File: config.mk
export PLATFORM = sky130hd
export DESIGN_NAME = signed_divider_32bit_flat
export DESIGN_NICKNAME = d
export VERILOG_FILES = /design/src/rtl/signed_divider_32bit_if.sv /design/src/rtl/signed_divider_32bit.sv /design/src/flat_wrapper.sv
export SDC_FILE = /design/constraint.sdc
export NUM_CORES = 1
export LEC_CHECK = 0
export ABC_AREA = 1
export CAP_MARGIN = 20
export CORE_MARGIN = 4
export CORE_UTILIZATION = 50
export CTS_BUF_LIST = sky130_fd_sc_hd__clkbuf_8
export DETAILED_ROUTE_END_ITERATION = 6
export PLACE_DENSITY_LB_ADDON = 0.2
export REMOVE_ABC_BUFFERS = 1
export SKIP_CTS_REPAIR_TIMING = 1
export SLEW_MARGIN = 10
export SYNTH_ARGS = -nofsm -noshare
export SYNTH_HDL_FRONTEND = slang
export SYNTH_HIERARCHICAL = 1
export SYNTH_SLANG_ARGS = --single-unit
File: constraint.sdc
create_clock -name clk -period 3.1 [get_ports clk]
set_input_delay 0.62 -clock clk [delete_from_list [all_inputs] [get_ports clk]]
set_output_delay 0.62 -clock clk [all_outputs]
set_load 0.05 [all_outputs]
File: src/rtl/signed_divider_32bit_if.sv
// -----------------------------------------------------------------------------
// signed_divider_32bit_if
//
// Groups the request/result signals of the 32-bit signed divider.
//
// Handshake: the requester raises `start` for one or more cycles with the
// operands on `dividend`/`divisor`. The divider samples `start` only while it
// is idle, and it captures the operands on that edge. `busy` is high from the
// next cycle until the result is written. `done` then pulses high for exactly
// one cycle, with `quotient`/`remainder`/`div_by_zero` valid. The divider
// ignores `start` while `busy` is high. It accepts `start` during the `done`
// cycle. There is no back-pressure on results.
//
// Signals:
//   start        requester -> divider  request strobe
//   dividend     requester -> divider  signed 32-bit numerator
//   divisor      requester -> divider  signed 32-bit denominator
//   quotient     divider -> requester  signed quotient, truncated toward zero
//   remainder    divider -> requester  signed remainder, sign of dividend
//   busy         divider -> requester  operation in progress
//   done         divider -> requester  one-cycle result-valid pulse
//   div_by_zero  divider -> requester  last accepted divisor was zero
// -----------------------------------------------------------------------------
interface signed_divider_32bit_if;
  logic        start;
  logic [31:0] dividend;
  logic [31:0] divisor;
  logic [31:0] quotient;
  logic [31:0] remainder;
  logic        busy;
  logic        done;
  logic        div_by_zero;

  modport master (
    output start, dividend, divisor,
    input  quotient, remainder, busy, done, div_by_zero
  );

  modport slave (
    input  start, dividend, divisor,
    output quotient, remainder, busy, done, div_by_zero
  );
endinterface

File: src/rtl/signed_divider_32bit.sv
// -----------------------------------------------------------------------------
// signed_divider_32bit
//
// Multi-cycle 32-bit signed divider. It uses a restoring shift-subtract
// algorithm and produces one quotient bit per clock. The divider works on the
// operand magnitudes, then fixes the result signs in a final cycle.
// Quotient truncates toward zero, and the remainder takes the sign of the
// dividend. Division by zero returns quotient 0xFFFFFFFF and remainder =
// dividend, and it raises div_by_zero.
//
// Ports:
//   clk        clock, rising edge
//   rst        synchronous active-high reset
//   bus        signed_divider_32bit_if.slave (start/operands/results/handshake)
//   state_dbg  current FSM state (0 IDLE, 1 CALC, 2 FIX)
//
// Timing: a start accepted at edge k gives busy after edge k. CALC runs on
// edges k+1..k+32. FIX writes the results and raises done at edge k+33.
// A zero divisor skips CALC, so done rises at edge k+1.
// -----------------------------------------------------------------------------
module signed_divider_32bit (
  input  logic                        clk,
  input  logic                        rst,
  signed_divider_32bit_if.slave       bus,
  output logic [1:0]                  state_dbg
);

  localparam logic [1:0] ST_IDLE = 2'd0;
  localparam logic [1:0] ST_CALC = 2'd1;
  localparam logic [1:0] ST_FIX  = 2'd2;

  logic [1:0]  state;
  logic [31:0] q_reg;      // dividend magnitude shifting out / quotient bits shifting in
  logic [31:0] r_reg;      // partial remainder (raw dividend on the div-by-zero path)
  logic [31:0] d_reg;      // divisor magnitude
  logic [4:0]  count;
  logic        neg_q;
  logic        neg_r;
  logic        dz_pending;

  logic [31:0] abs_dividend;
  logic [31:0] abs_divisor;
  logic [31:0] s_val;
  logic [31:0] t_val;
  logic        shift_out;
  logic        carry;
  logic        take_sub;

  // Magnitudes are unsigned 32-bit, so |0x80000000| stays 0x80000000.
  assign abs_dividend = bus.dividend[31] ? (~bus.dividend + 32'd1) : bus.dividend;
  assign abs_divisor  = bus.divisor[31]  ? (~bus.divisor  + 32'd1) : bus.divisor;

  // Shift the next dividend bit into the partial remainder. The bit that
  // falls off the top (shift_out) is the 33rd bit of the true shifted value.
  assign s_val     = {r_reg[30:0], q_reg[31]};
  assign shift_out = r_reg[31];

  // Trial subtraction S - D as S + ~D + 1. A carry-out means no borrow.
  CLA_32bit u_sub (
    .a    (s_val),
    .b    (~d_reg),
    .cin  (1'b1),
    .sum  (t_val),
    .cout (carry)
  );

  // If the shifted-out bit is set, the 33-bit partial remainder is >= 2^32,
  // which always exceeds D. The 32-bit difference is then the exact result.
  assign take_sub = carry | shift_out;

  assign state_dbg = state;

  always_ff @(posedge clk) begin
    if (rst) begin
      state           <= ST_IDLE;
      q_reg           <= 32'd0;
      r_reg           <= 32'd0;
      d_reg           <= 32'd0;
      count           <= 5'd0;
      neg_q           <= 1'b0;
      neg_r           <= 1'b0;
      dz_pending      <= 1'b0;
      bus.quotient    <= 32'd0;
      bus.remainder   <= 32'd0;
      bus.busy        <= 1'b0;
      bus.done        <= 1'b0;
      bus.div_by_zero <= 1'b0;
    end else begin
      bus.done <= 1'b0;
      case (state)
        ST_IDLE: begin
          if (bus.start) begin
            bus.busy        <= 1'b1;
            bus.div_by_zero <= 1'b0;
            neg_q           <= bus.dividend[31] ^ bus.divisor[31];
            neg_r           <= bus.dividend[31];
            count           <= 5'd0;
            if (bus.divisor == 32'd0) begin
              // r_reg carries the raw dividend through to FIX.
              dz_pending <= 1'b1;
              q_reg      <= 32'd0;
              r_reg      <= bus.dividend;
              d_reg      <= 32'd0;
              state      <= ST_FIX;
            end else begin
              dz_pending <= 1'b0;
              q_reg      <= abs_dividend;
              r_reg      <= 32'd0;
              d_reg      <= abs_divisor;
              state      <= ST_CALC;
            end
          end
        end

        ST_CALC: begin
          if (take_sub) begin
            r_reg <= t_val;
            q_reg <= {q_reg[30:0], 1'b1};
          end else begin
            r_reg <= s_val;
            q_reg <= {q_reg[30:0], 1'b0};
          end
          count <= count + 5'd1;
          if (count == 5'd31) begin
            state <= ST_FIX;
          end
        end

        ST_FIX: begin
          if (dz_pending) begin
            bus.quotient    <= 32'hFFFF_FFFF;
            bus.remainder   <= r_reg;
            bus.div_by_zero <= 1'b1;
          end else begin
            // -2^31 / -1 wraps here to 0x80000000 with no flag.
            bus.quotient  <= neg_q ? (~q_reg + 32'd1) : q_reg;
            bus.remainder <= neg_r ? (~r_reg + 32'd1) : r_reg;
          end
          dz_pending <= 1'b0;
          bus.done   <= 1'b1;
          bus.busy   <= 1'b0;
          state      <= ST_IDLE;
        end

        default: begin
          state    <= ST_IDLE;
          bus.busy <= 1'b0;
        end
      endcase
    end
  end

endmodule

// -----------------------------------------------------------------------------
// CLA_32bit
//
// 32-bit carry-lookahead adder. It is built from eight 4-bit lookahead groups
// whose group carries ripple from one group to the next.
//
// Ports:
//   a, b   32-bit addends
//   cin    carry in
//   sum    32-bit sum
//   cout   carry out of bit 31
// -----------------------------------------------------------------------------
module CLA_32bit (
  input  logic [31:0] a,
  input  logic [31:0] b,
  input  logic        cin,
  output logic [31:0] sum,
  output logic        cout
);

  logic [31:0] g;
  logic [31:0] p;
  logic [32:0] c;

  assign g    = a & b;
  assign p    = a ^ b;
  assign c[0] = cin;

  for (genvar k = 0; k < 8; k++) begin : g_grp
    localparam int B = 4 * k;
    assign c[B+1] = g[B] | (p[B] & c[B]);
    assign c[B+2] = g[B+1] | (p[B+1] & g[B]) | (p[B+1] & p[B] & c[B]);
    assign c[B+3] = g[B+2] | (p[B+2] & g[B+1]) | (p[B+2] & p[B+1] & g[B])
                  | (p[B+2] & p[B+1] & p[B] & c[B]);
    assign c[B+4] = g[B+3] | (p[B+3] & g[B+2]) | (p[B+3] & p[B+2] & g[B+1])
                  | (p[B+3] & p[B+2] & p[B+1] & g[B])
                  | (p[B+3] & p[B+2] & p[B+1] & p[B] & c[B]);
  end

  assign sum  = p ^ c[31:0];
  assign cout = c[32];

endmodule

File: src/flat_wrapper.sv
// flat-port wrapper written by rule: the top's interface ports become plain ports
module signed_divider_32bit_flat 
  (clk, rst, state_dbg, bus_start, bus_dividend, bus_divisor, bus_quotient, bus_remainder, bus_busy, bus_done, bus_div_by_zero);
  signed_divider_32bit_if bus_i ();
  input  logic clk;
  input  logic rst;
  output logic [1:0] state_dbg;
  input wire logic [$bits(bus_i.start)-1:0] bus_start;
  input wire logic [$bits(bus_i.dividend)-1:0] bus_dividend;
  input wire logic [$bits(bus_i.divisor)-1:0] bus_divisor;
  output wire logic [$bits(bus_i.quotient)-1:0] bus_quotient;
  output wire logic [$bits(bus_i.remainder)-1:0] bus_remainder;
  output wire logic [$bits(bus_i.busy)-1:0] bus_busy;
  output wire logic [$bits(bus_i.done)-1:0] bus_done;
  output wire logic [$bits(bus_i.div_by_zero)-1:0] bus_div_by_zero;
  assign bus_i.start = bus_start;
  assign bus_i.dividend = bus_dividend;
  assign bus_i.divisor = bus_divisor;
  assign bus_quotient = bus_i.quotient;
  assign bus_remainder = bus_i.remainder;
  assign bus_busy = bus_i.busy;
  assign bus_done = bus_i.done;
  assign bus_div_by_zero = bus_i.div_by_zero;
  signed_divider_32bit u_core (.clk(clk), .rst(rst), .bus(bus_i), .state_dbg(state_dbg));
endmodule
# After elaboration in Yosys (flattened, before gate mapping)
# Index checks and enable logic that the tools add are counted.
# W data, S select, Z words.
[word_totals] ff_bits=173 elab_cells=279 out_inout_bits=69
[classes] add_sub_neg=5 n_eq_ne=6 mux=30 n_reduce_logical=10 n_bitwise=215
[ops] cell="$mux W32" n=12
[ops] cell="$not A32 Y32" n=5
[ops] cell="$add A32 B1 Y32 const B" n=4
[ops] cell="$pmux W32 S2" n=2
[ops] cell="$and A1 B1 Y1" n=124
[ops] cell="$or A1 B1 Y1" n=81
[ops] cell="$xor A32 B32 Y32" n=2
[ops] cell="$and A32 B32 Y32" n=1
[ops] cell="$logic_not A32 Y1" n=1
[ops] cell="$pmux W5 S2" n=1
[ops] cell="$reduce_and A2 Y1" n=5
[ops] cell="$mux W1" n=7
[ops] cell="$mux W2" n=3
[ops] cell="$pmux W1 S2" n=3
[ops] cell="$add A5 B1 Y5 const B" n=1
[ops] cell="$eq A5 B5 Y1 const B" n=1
[ops] cell="$mux W5" n=1
[ops] cell="$ne A2 B1 Y1 const B" n=2
[ops] cell="$pmux W2 S2" n=1
[ops] cell="$reduce_bool A2 Y1" n=2
[ops] cell="$reduce_and A3 Y1" n=1
[ops] cell="$eq A2 B1 Y1 const B" n=1
[ops] cell="$eq A2 B2 Y1 const B" n=1
[ops] cell="$logic_not A2 Y1" n=1
[ops] cell="3 further kinds" n=3

# Logic depth before layout (Yosys ltp)
# Gate-level depths: netlist (run 1).
[logic_depth] depth_word=24 mapped_depth=30 depth_no_buf=28

# Hierarchy
# The synthesis (run 1) kept the hierarchy.
[by_module_without_submodules] mod="signed_divider_32bit" instances=1 cells_per_inst=1744 area_each_um2=10750.3
[by_module_without_submodules] mod="CLA_32bit" instances=1 cells_per_inst=185 area_each_um2=1358.8

# Worst setup path before layout (run 1)
# OpenSTA, ideal clock, no wires.
[synth_path] path_kind="register -> register" from="reg u_core.r_reg[6]" to="reg u_core.r_reg[19]" path_stages_with_launch=28 required_time_ns=2.983 slack_ns=0.198 n_path_buf=2 synth_period_minus_slack_ns=2.902 t_arrival_ns=2.785 cell_sequence="dfxtp_1 ha_1 a21oi_1 nand2_1 nor2_1 nand2_2 nand2_2 nand2_2 nand2_2 nand2_4 nand2_4 nand2_4 nand2_4 nand2_4 nand2_4 nand2_4 nand2_4 nand2_2 nand2_1 nand2_1 nor2_1 buf_2 buf_1 a21oi_1 o21ai_0 nand2_1 nor2_1 nor2_1"
[synth_via] elab_chain_cells=21 word_cells_on_any_way=31 cone_classes="2 x mux; 29 x bitwise"
[synth_rtl] item="from (decl)" line_no="signed_divider_32bit.sv:34" rtl="logic [31:0] r_reg;"
[synth_rtl] item="from (signal assigned)" line_no="signed_divider_32bit.sv:102" rtl="r_reg <= bus.dividend;"
[synth_rtl] item="from (signal assigned)" line_no="signed_divider_32bit.sv:117" rtl="r_reg <= t_val;"
[synth_rtl] item="from (signal assigned)" line_no="signed_divider_32bit.sv:120" rtl="r_reg <= s_val;"
[synth_rtl] item="$xor A32 B32 Y32" line_no="signed_divider_32bit.sv:180" rtl="assign p = a ^ b;"
[synth_rtl] item="$and A1 B1 Y1, on equally long branches" line_no="signed_divider_32bit.sv:189, signed_divider_32bit.sv:190, signed_divider_32bit.sv:191"
[synth_rtl] item="$or A1 B1 Y1, or another cell as far along (2 in a row)" line_no="signed_divider_32bit.sv:189" rtl="assign c[B+4] = g[B+3] | (p[B+3] & g[B+2]) | (p[B+3] & p[B+2] & g[B+1])"
[synth_rtl] item="$or A1 B1 Y1 or $and A1 B1 Y1 (tied branches)" line_no="signed_divider_32bit.sv:190, signed_divider_32bit.sv:191"
[synth_rtl] item="$or A1 B1 Y1 (*)" line_no="signed_divider_32bit.sv:191" rtl="| (p[B+3] & p[B+2] & p[B+1] & p[B] & c[B]);"
[synth_rtl] item="$and A1 B1 Y1 (*)" line_no="signed_divider_32bit.sv:191"
[synth_rtl] item="$or A1 B1 Y1 (*)" line_no="signed_divider_32bit.sv:191"
[synth_rtl] item="$and A1 B1 Y1 (*)" line_no="signed_divider_32bit.sv:191"
[synth_rtl] item="(+5 left out)"
[synth_rtl] item="$and A1 B1 Y1 (*)" line_no="signed_divider_32bit.sv:191"
[synth_rtl] item="$or A1 B1 Y1 (*)" line_no="signed_divider_32bit.sv:191"
[synth_rtl] item="$and A1 B1 Y1 (*)" line_no="signed_divider_32bit.sv:191"
[synth_rtl] item="$or A1 B1 Y1 (*)" line_no="signed_divider_32bit.sv:191"
[synth_rtl] item="net u_core.carry" line_no="signed_divider_32bit.sv:46" rtl="logic carry;"
[synth_rtl] item="$or A1 B1 Y1 (*)" line_no="signed_divider_32bit.sv:69" rtl="assign take_sub = carry | shift_out;"
[synth_rtl] item="$mux W32 (*)" line_no="signed_divider_32bit.sv:116" rtl="if (take_sub) begin"
[synth_rtl] item="$pmux W32 S2 (*)" line_no="signed_divider_32bit.sv:90" rtl="case (state)"
# Mark *: on every way through the listed nets, which the timed path passes. The rest lies on a longest branch.
# A chain may end at the register's enable or synchronous reset.

# Worst setup path in the final report (run 1)
[layout_path] from="reg u_core.r_reg[6]" to="reg u_core.r_reg[3]"
# Same word-level chain as after synthesis.

==> results.py, run 1 <==
metrics = {
    "status": {
        "status": "finished clean",
    },
    "clock_tree": {
        "htree_levels": 4,
        "cts_tree": "built",
        "clk_latency_ns": 0.48,
        "numCtsBuffers": 17,
        "cts.path.max_buffers": 2,
        "path_clk_slew_ns": 0.11,
        "clk_root_buffer_cell": "clkbuf_8",
        "cts.sinks": 173,
    },
    "timing": {
        "hold_ws_ns": 0.463,
        "setup_viol": 0,
        "tightestPinTransition_ns": 0.912,
        "slew_viol_final": 0,
        "setup_tns_ns": 0,
        "fmax_mhz": 331,
        "finalCritPeriodShare_pct": 97.6,
        "fin_skew_ns": 0.0181,
        "relSlewSlack_pct": 39.2,
        "hold_viol_final": 0,
        "fin_crit_ns": 3.03,
        "fin_ws_ns": 0.0745,
    },
    "synthesis": {
        "synth_common_cells": "nand2_1 (375), nor2_1 (316), inv_1 (217), o21ai_0 (197), dfxtp_1 (173)",
        "yosys.area.top_type_share_pct": 28.6,
        "synth-seq-cells": 173,
        "synth.largest_area_cell": "dfxtp_1",
        "synthTopCellsByArea": "dfxtp_1 (29%), nand2_1 (12%), nor2_1 (9.8%), o21ai_0 (8.1%), inv_1 (6.7%)",
        "ys_async_sr_fraction_pct": 0,
        "yosys_warnings": 6,
        "synth-edff-count": 0,
        "avgSynthCellArea_um2": 6.28,
        "ys_seq_area_share_pct": 28.6,
        "synthDistinctLibCells": 49,
        "postSynthCellCount": 1929,
        "synthFlopType": "dfxtp_1",
        "synth_area_um2": 12100,
        "yosysMostFrequentCell": "nand2_1",
    },
    "placement": {
        "port_buffers": 135,
        "place_hpwl_um": 27700,
        "dp_slack_ns": 0.0958,
        "gp_congestion": 0.965,
    },
    "route": {
        "wl_met3_um": 2380,
        "wl_met1_um": 15800,
        "via_count": 12800,
        "drt-vias-per-instance": 5.39,
        "firstDrtPassIters": 5,
        "wl_met2_um": 18100,
        "first_iter_violations": 965,
        "route.detailed.wl_per_inst_um": 15.9,
        "route.detailed.drc": 0,
        "antenna_left": 0,
        "top_layer_used": "met4",
        "routed_wl_um": 37800,
    },
    "setup_path": {
        "worstSetupEndpointType": "flip-flop",
        "slowest_stage": "dfxtp_4",
        "cp_slowest_stage_delay_ns": 0.38,
        "worstPathArrival_ns": 3.41,
        "worstSetupStartpointType": "flip-flop",
        "required_ns": 3.48,
        "critPathMostFrequentCell": "nand2_4",
        "cp_max_fo": 8,
        "critPathTopFamily": "simple AND/OR/NAND/NOR gates",
        "crit_buf_inv": 2,
        "crit_type": "reg -> reg",
    },
    "die": {
        "initial_core_util_pct": 51.1,
        "core_um2": 23700,
        "die_w_um": 164,
        "die_h_um": 164,
        "die-area_um2": 26800,
        "num_rows": 56,
        "io_pins": 136,
    },
    "power_and_ir_drop": {
        "cellPowerDensity_nw_per_um2": 610,
        "swShare_pct": 43.6,
        "p_sw_mw": 3.86,
        "power.internal_mw": 5.00,
        "combPwrFrac_pct": 47.7,
        "vdd_ir_drop_max_v": 0.000240,
        "p_leak_nw": 6.49,
        "p_seq_share_pct": 31.3,
        "pwr-share-clk_pct": 21.0,
    },
    "grt": {
        "grt_pass1_wl_um": 59100,
        "gr-usage-all-layers_pct": 27.1,
        "overflow": 0,
        "grt_start_max_net_pins": 92,
        "grt_pass1_vias": 12000,
        "antenna_found_initial": 0,
    },
    "final_layout": {
        "fin_nets": 2152,
        "antenna_cells": 0,
        "fill_cells": 2333,
        "drive_above_1_share_pct": 8.04,
        "area_delta_synth_final_pct": 20.1,
        "multi_input_area_um2": 7620,
        "fin_util_pct": 61.4,
        "ff_latch_area_um2": 3480,
    },
    "worst_hold_path": {
        "hold_class": "reg -> reg",
    },
    "run": {
        "maxCapViolCount": 0,
    },
}
==> final timing paths <==
check                   start               end  cells past startpoint  slack [ns]
min reg2reg  u_core/d_reg[22]  u_core/d_reg[22]                      2        0.46
max reg2reg   u_core/r_reg[6]   u_core/r_reg[3]                     27        0.07
max           u_core/r_reg[6]   u_core/r_reg[3]                     27        0.07
min          u_core/d_reg[22]  u_core/d_reg[22]                      2        0.46
==> cell families (layout without fill, tap and decap cells) <==
group                    count (synthesis)  count (layout)  share of synthesized area, %
flip-flops                             173             173                          28.6
AO/OA/AOI/OAI                          389             389                          17.0
other                                    1               2                        0.0310
buffers and inverters                  308             430                          10.1
XOR/XNOR                                79              79                          5.71
adder cells (fa/ha/maj)                 46              46                          5.25
AND/OR/NAND/NOR                        933             933                          33.3
==> final cells by class <==
type	count	area share [%]
Tap cell	319	2.74
Timing Repair Buffer	173	12.0
Clock buffer	17	1.61
Multi-Input combinational cell	1449	52.4
Inverter	225	5.83
Clock inverter	15	1.53
Sequential cell	173	23.9
==> metal layers <==
metal	global-route usage, %	vias up
met5	0	-
met3	3.00	97
met1	34.5	5751
li1	-	6466
met2	46.5	468
met4	11.7	0
==> cell usage in the layout, fill, tap and decap left out, types with 4 or more instances in the layout <==
cell / instances
nand2_1: 372
nor2_1: 313
inv_1: 209
o21ai_0: 178
dfxtp_1: 163
a21oi_1: 136
clkdlybuf4s50_1: 134
nand3_1: 132
xor2_1: 57
nor3_1: 35
ha_1: 29
buf_4: 29
o21ai_1: 23
xnor2_1: 22
clkbuf_8: 17
nand4_1: 16
inv_2: 14
nand2_4: 14
a31oi_1: 12
o22ai_1: 12
or2_2: 10
o211ai_1: 9
nor2_4: 9
ha_4: 9
dfxtp_2: 8
fa_1: 8
nand2_2: 7
nor2_2: 6
inv_6: 5
o221ai_1: 5
bufinv_16: 4
buf_12: 4
nand3_2: 4
nand3b_1: 4
o21bai_1: 4
==> metrics by stage <==
stage	instance area (um^2)	std cells	power (mW)
2_1_floorplan	11700	1847	5.32
3_3_place_gp	13700	2326	6.34
3_5_place_dp	13700	2326	6.43
4_1_cts	14200	2358	8.29
5_1_grt	14500	2371	9.45
6_report	14500	2371	8.87
==> power by group through the flow <==
stage	Combinational, mW	Clock (mW)	Sequential [mW]
CTS	3.65	1.89	2.75
global route	4.66	1.98	2.81
detailed placement	3.64	0	2.80
global placement	3.55	0	2.79
finish	4.23	1.87	2.78
floorplan	2.41	0	2.91
==> worst reg2reg max path, delay by kind of cell, from the launching register on <==
kind	cells	cell delay [ns]
AO/OA/AOI/OAI	3	0.30
adder cells (fa/ha/maj)	1	0.26
buffers and inverters	2	0.32
flip-flops	1	0.38
AND/OR/NAND/NOR	21	1.66
No activity file was read; power rests on OpenSTA's default activity.
==> run 2, diff against run 1 <==
--- a/config.mk
+++ b/config.mk
@@ -7,8 +7,10 @@
 export LEC_CHECK = 0
 export ABC_AREA = 1
 export CAP_MARGIN = 20
+export CELL_PAD_IN_SITES_DETAIL_PLACEMENT = 1
+export CELL_PAD_IN_SITES_GLOBAL_PLACEMENT = 2
 export CORE_MARGIN = 4
-export CORE_UTILIZATION = 50
+export CORE_UTILIZATION = 29
 export CTS_BUF_LIST = sky130_fd_sc_hd__clkbuf_8
 export DETAILED_ROUTE_END_ITERATION = 6
 export PLACE_DENSITY_LB_ADDON = 0.2
==> constraint.sdc (replaced) <==
create_clock -name clk -period 2.6 [get_ports clk]
set_input_delay 0.52 -clock clk [delete_from_list [all_inputs] [get_ports clk]]
set_output_delay 0.52 -clock clk [all_outputs]
set_load 0.05 [all_outputs]
==> run 2 against run 1 <==
  * The run now ends with negative setup slack left
  * Critical path depth increased by 3
  * Global-route usage decreased by 6.8 points
  * Highest routed layer unchanged
  * Sequential share of layout area decreased by 1.7 points
  * Core utilization decreased by 23 points
  * Power increased by 23%
  * Largest power group unchanged
  * Sequential power increased by 17%
  * Via count increased by 3.1%
==> results.py, run 2 (same netlist as run 1, synthesis figures left out) <==
metrics = {
    "setup_path": {
        "slowest_stage": "dfxtp_2",
        "cp_slowest_stage_delay_ns": 0.34,
        "crit_type": "reg -> reg",
        "cp_max_fo": 6,
        "worstSetupStartpointType": "flip-flop",
        "worstPathArrival_ns": 3.22,
        "required_ns": 3.00,
        "r2r_cells": 30,
        "worstSetupEndpointType": "flip-flop",
    },
    "timing": {
        "rsz0062_at_grt": "true",
        "relSlewSlack_pct": 61.0,
        "fmax_mhz": 355,
        "hold_viol_final": 0,
        "hold_ws_ns": 0.365,
        "slew_viol_final": 0,
        "setup_viol": 33,
        "tightestPinTransition_ns": 0.584,
        "fin_crit_ns": 2.82,
        "finalCritPeriodShare_pct": 108,
        "fin_ws_ns": -0.217,
        "fin_skew_ns": 0.0164,
    },
    "grt": {
        "grt_pass1_wl_um": 72700,
        "gr-usage-all-layers_pct": 20.3,
        "grt_start_max_net_pins": 92,
        "grt_pass1_vias": 13600,
        "overflow": 0,
        "antenna_found_initial": 1,
    },
    "placement": {
        "place_hpwl_um": 36400,
        "port_buffers": 135,
        "dpl_cell_area_um2": 14800,
        "gp_congestion": 0.854,
    },
    "route": {
        "via_count": 13200,
        "drt-vias-per-instance": 4.89,
        "wl_met3_um": 1310,
        "top_layer_used": "met4",
        "route.detailed.wl_per_inst_um": 17.5,
        "firstDrtPassIters": 5,
        "routed_wl_um": 47200,
        "route.detailed.drc": 0,
        "wl_met1_um": 21300,
        "wl_met2_um": 23100,
        "antenna_left": 0,
        "first_iter_violations": 504,
    },
    "power_and_ir_drop": {
        "pwr-share-clk_pct": 17.8,
        "p_seq_share_pct": 29.7,
        "combPwrFrac_pct": 52.5,
        "p_leak_nw": 6.98,
        "swShare_pct": 44.4,
        "power.internal_mw": 6.09,
        "vdd_ir_drop_max_v": 0.000234,
        "p_sw_mw": 4.86,
        "cellPowerDensity_nw_per_um2": 700,
        "fin_total_pwr_mw": 10.9,
    },
    "final_layout": {
        "final_cell_mix": "nand2_1 (369), nor2_1 (310), inv_1 (212), o21ai_0 (169), dfxtp_1 (164)",
        "layout_commonest_cell": "nand2_1",
        "area_delta_synth_final_pct": 29.2,
        "fin_util_pct": 38.1,
        "fin_area_um2": 15600,
        "fin_nets": 2262,
        "fill_cells": 5301,
        "drive_above_1_share_pct": 14.0,
    },
    "clock_tree": {
        "clk_latency_ns": 0.51,
        "path_clk_slew_ns": 0.10,
        "clk_root_buffer_cell": "clkbuf_8",
        "cts_tree": "built",
        "cts.path.max_buffers": 2,
        "cts.sinks": 173,
        "numCtsBuffers": 17,
        "htree_levels": 4,
    },
    "worst_hold_path": {
        "hold_class": "in -> reg",
        "whs_path_depth": 2,
    },
    "die": {
        "num_rows": 74,
        "core_um2": 41000,
        "die-area_um2": 45100,
        "die_h_um": 212,
        "io_pins": 136,
        "initial_core_util_pct": 29.5,
        "die_w_um": 212,
    },
    "status": {
        "status": "finished, violations left",
        "violations": "negative setup slack",
    },
    "run": {
        "maxCapViolCount": 0,
    },
}
run 2: changes by cell type in the layout (fill, tap and decap cells not counted), moves of 3 or more:
cell      before  now
o21ai_0      178  169
o21ai_1       23   17
clkinv_2       1    4
nor2_2         6    9
o21ai_2        1   16
a21oi_1      136  127
nand2_4       14    9
nor2_1       313  310
nand2_2        7   15
buf_4         29  137
inv_1        209  212
inv_6          5    0
a21oi_2        3   12
nand2_1      372  369
run 2: final timing paths:
path | from | to | slack, ns
setup / recovery | u_core/d_reg[3] | u_core/r_reg[20] | -0.22
hold / removal | rst | u_core/bus.remainder[1] | 0.37
setup reg to reg | u_core/d_reg[3] | u_core/r_reg[20] | -0.22
hold reg to reg | u_core/d_reg[11] | u_core/d_reg[11] | 0.46
run 2: layer usage:
layer	up-vias	global-route usage (%)
li1	6659	-
met4	0	7.42
met3	61	1.95
met2	216	35.8
met1	6246	25.9
met5	-	0
run 2: power groups by stage:
stage               sequential [mW]  clock, mW  combinational (mW)
floorplan                      3.48          0                2.87
global placement               3.29          0                4.90
detailed placement             3.30          0                5.02
CTS                            3.24       2.05                5.04
global route                   3.30       2.12                6.37
finish                         3.25       1.95                5.74
run 2: cell type report:
class                      instances  area [um^2]  area share [%]
antenna                            1         2.50          0.0160
clock buffer                      18          248            1.58
clock inverter                    14          130           0.832
inverter                         225          847            5.42
multi-input combinational       1449         7700            49.2
sequential                       173         3470            22.2
tap                              532          666            4.26
timing repair buffer             283         2570            16.5
run 2: worst max-delay path, delay by kind of cell, from the launching register on:
kind	cells	cell delay (ns)
AOI/OAI and AO/OA	1	0.12
and+or+nand+nor	23	1.45
buffers and inverters	5	0.52
DFF	1	0.34
adders and majority gates	1	0.28
run 2: through the flow:
step	instances	TNS, ns	setup slack, ns
CTS	2682	-7.79	-0.321
finish	2695	-5.12	-0.217
global route	2695	-12.10	-0.417
floorplan	1847	-224.05	-3.03
detailed placement	2650	-6.89	-0.283
global placement	2650	-4.10	-0.185
==> run 3, diff against run 2 <==
--- a/config.mk
+++ b/config.mk
@@ -10,14 +10,12 @@
 export CELL_PAD_IN_SITES_DETAIL_PLACEMENT = 1
 export CELL_PAD_IN_SITES_GLOBAL_PLACEMENT = 2
 export CORE_MARGIN = 4
-export CORE_UTILIZATION = 29
+export CORE_UTILIZATION = 30
 export CTS_BUF_LIST = sky130_fd_sc_hd__clkbuf_8
 export DETAILED_ROUTE_END_ITERATION = 6
 export PLACE_DENSITY_LB_ADDON = 0.2
-export REMOVE_ABC_BUFFERS = 1
 export SKIP_CTS_REPAIR_TIMING = 1
 export SLEW_MARGIN = 10
 export SYNTH_ARGS = -nofsm -noshare
 export SYNTH_HDL_FRONTEND = slang
-export SYNTH_HIERARCHICAL = 1
 export SYNTH_SLANG_ARGS = --single-unit
==> run 3 against run 2 <==
  * The run still ends with negative setup slack left
  * Die area is 7.0% lower
  * Design area is 3.0% higher
  * Maximum frequency is 5.2% higher
  * Combinational power is 9.4% lower
  * Core utilization is 4.3 points higher
  * Flip-flop and latch count stayed put
  * Register-to-register slack better by 0.14 ns
  * Global-route usage is 0.072 points lower
  * Synthesized cell count is 13% lower
  * Clock power is 3% higher
  * Largest power group unchanged
  * Count of clock-buffer cells in the layout is 1 higher
  * Sequential share of layout area is 0.60 points lower
==> results.py, run 3 <==
metrics = {
    "synthesis": {
        "synth-seq-cells": 173,
        "ys_seq_area_share_pct": 29.8,
        "synthDistinctLibCells": 52,
        "synthFlopType": "dfxtp_1",
        "synth-edff-count": 0,
        "yosysMostFrequentCell": "nand2_1",
        "synth.largest_area_cell": "dfxtp_1",
        "ys_async_sr_fraction_pct": 0,
        "synth_fp_nets": 1797,
        "yosys.area.top_type_share_pct": 29.8,
        "avgSynthCellArea_um2": 6.90,
        "postSynthCellCount": 1684,
        "synth_area_um2": 11600,
        "synth_common_cells": "nand2_1 (277), inv_1 (254), dfxtp_1 (173), a21oi_1 (148), nor2_1 (130)",
        "synthTopCellsByArea": "dfxtp_1 (30%), nand2_1 (9.0%), inv_1 (8.2%), xor2_1 (7.1%), a21oi_1 (6.4%)",
        "yosys_warnings": 0,
    },
    "timing": {
        "rsz0062_at_grt": "true",
        "slew_viol_final": 0,
        "fin_skew_ns": 0.0219,
        "finalCritPeriodShare_pct": 103,
        "fmax_mhz": 374,
        "fin_crit_ns": 2.68,
        "setup_viol": 18,
        "fin_ws_ns": -0.0769,
        "relSlewSlack_pct": 61.8,
        "tightestPinTransition_ns": 0.571,
        "hold_viol_final": 0,
    },
    "run": {
        "maxCapViolCount": 0,
    },
    "setup_path": {
        "cp_max_fo": 6,
        "worstSetupEndpointType": "flip-flop",
        "r2r_setup_slack_ns": -0.08,
        "worstSetupStartpointType": "flip-flop",
        "crit_type": "reg -> reg",
        "required_ns": 3.02,
        "worstPathArrival_ns": 3.10,
    },
    "status": {
        "violations": "negative setup slack",
        "status": "finished, violations left",
    },
    "grt": {
        "antenna_found_initial": 0,
        "overflow": 0,
        "grt_pass1_wl_um": 67900,
        "grt_start_max_net_pins": 109,
        "gr-usage-all-layers_pct": 20.3,
        "grt_pass1_vias": 12200,
    },
    "final_layout": {
        "drive_above_1_share_pct": 23.5,
        "multi_input_area_um2": 7470,
        "ff_latch_area_um2": 3480,
        "fin_area_um2": 16100,
        "antenna_cells": 0,
        "final_cell_mix": "nand2_1 (241), inv_1 (240), buf_4 (180), dfxtp_1 (161), a21oi_1 (140)",
        "layout_commonest_cell": "nand2_1",
        "fin_nets": 2066,
        "fill_cells": 4725,
        "area_delta_synth_final_pct": 38.7,
    },
    "placement": {
        "dp_slack_ns": -0.781,
        "gp_congestion": 0.832,
        "place_hpwl_um": 33300,
        "port_buffers": 135,
        "dpl_cell_area_um2": 14700,
    },
    "clock_tree": {
        "cts_tree": "built",
        "clk_root_buffer_cell": "clkbuf_8",
        "htree_levels": 4,
        "numCtsBuffers": 17,
        "path_clk_slew_ns": 0.11,
        "cts.path.max_buffers": 2,
        "clk_latency_ns": 0.50,
        "cts.sinks": 173,
    },
    "die": {
        "core_um2": 37900,
        "initial_core_util_pct": 30.6,
        "die_h_um": 205,
        "io_pins": 136,
        "num_rows": 71,
        "die_w_um": 205,
        "die-area_um2": 41900,
    },
    "power_and_ir_drop": {
        "cellPowerDensity_nw_per_um2": 641,
        "p_seq_share_pct": 30.2,
        "vdd_ir_drop_max_v": 0.000327,
        "swShare_pct": 42.0,
        "power.internal_mw": 5.99,
        "p_leak_nw": 7.18,
        "pwr-share-clk_pct": 19.5,
        "p_sw_mw": 4.34,
        "combPwrFrac_pct": 50.3,
    },
    "route": {
        "firstDrtPassIters": 5,
        "route.detailed.wl_per_inst_um": 17.6,
        "route.detailed.drc": 0,
        "antenna_left": 0,
        "routed_wl_um": 43600,
        "first_iter_violations": 618,
        "via_count": 12100,
        "drt-vias-per-instance": 4.89,
    },
    "worst_hold_path": {
        "hold_class": "in -> reg",
    },
}
[run 3: cell types whose count changed after synthesis, moves of 25 or more]
cell / change
nand2_1: -98
o21ai_1: +25
nor2_1: -186
o21ai_0: -80
inv_1: +37
nand3_1: -36
xor2_1: +37
[run 3: final timing paths]
| check | startpoint | cells after the start | to |
|---|---|---|---|
| hold reg to reg | u_core.d_reg[5] | 2 | u_core.d_reg[5] |
| setup / recovery | u_core.r_reg[2] | 25 | u_core.r_reg[13] |
| setup reg to reg | u_core.r_reg[2] | 25 | u_core.r_reg[13] |
| hold / removal | bus_divisor[0] | 4 | u_core.d_reg[0] |
[run 3: kinds of logic after synthesis]
family                   after synthesis  synth area share (%)
adder cells (fa/ha/maj)               46                  5.41
buffers and inverters                348                  11.7
flip-flops                           173                  29.8
AO/OA/AOI/OAI                        396                  20.0
XOR/XNOR                             111                  8.37
AND/OR/NAND/NOR                      610                  24.6
[run 3: area by class of cell]
| type | count | share of cell area, % |
|---|---|---|
| multi-input combinational | 1163 | 46.4 |
| sequential | 173 | 21.6 |
| timing repair buffer | 338 | 19.5 |
| inverter | 260 | 6.09 |
| tap | 511 | 3.97 |
| clock buffer | 19 | 1.62 |
| clock inverter | 13 | 0.878 |
[run 3: power by group through the flow]
| stage | Sequential [mW] | Clock (mW) | Combinational (mW) |
|---|---|---|---|
| 6_report | 3.12 | 2.01 | 5.20 |
| 5_1_grt | 3.15 | 2.20 | 5.72 |
| 4_1_cts | 3.10 | 2.09 | 4.41 |
| 3_5_place_dp | 3.16 | 0 | 4.39 |
| 3_3_place_gp | 3.15 | 0 | 4.32 |
| 2_1_floorplan | 3.30 | 0 | 2.63 |
[run 3: worst max-delay path, stage by stage, from the launching register on]
cell and delay, ns:
dfxtp_2 0.36, ha_4 0.26, nand2_4 0.07, nor2_2 0.04, nor2_1 0.12, nand2_2 0.10
nand2_2 0.08, nand2_2 0.07, nand2_2 0.06, nand2_2 0.06, nand2_2 0.06, nand2_2 0.06
nand2_2 0.06, nand2_2 0.07, nand2_2 0.08, nand2_4 0.06, nand2_4 0.07, nand2_4 0.06
buf_6 0.13, nand2_8 0.08, nand2_8 0.09, buf_12 0.13, clkbuf_16 0.16, nand2_4 0.05
nand3_2 0.06, a21oi_2 0.15
[run 3: stage by stage]
| stage | power, mW | std cells | setup TNS [ns] | util [%] | hold WS (ns) |
|---|---|---|---|---|---|
| CTS | 9.61 | 2451 | -7.32 | 39.9 | 0.471 |
| floorplan | 5.93 | 1684 | 0 | - | 0.430 |
| global route | 11.1 | 2477 | -7.76 | 42.5 | 0.439 |
| global placement | 7.48 | 2419 | -25.26 | 38.8 | 0.445 |
| detailed placement | 7.55 | 2419 | -32.38 | 38.8 | 0.454 |
| finish | 10.3 | 2477 | -0.589 | 42.5 | 0.463 |
[run 3: layer usage]
layer	track usage, %	up-vias	routed length [um]
li1	-	6073	-
met5	0	-	0
met2	32.8	153	20100
met1	29.2	5861	21900
met4	3.71	0	434
met3	2.72	16	1200
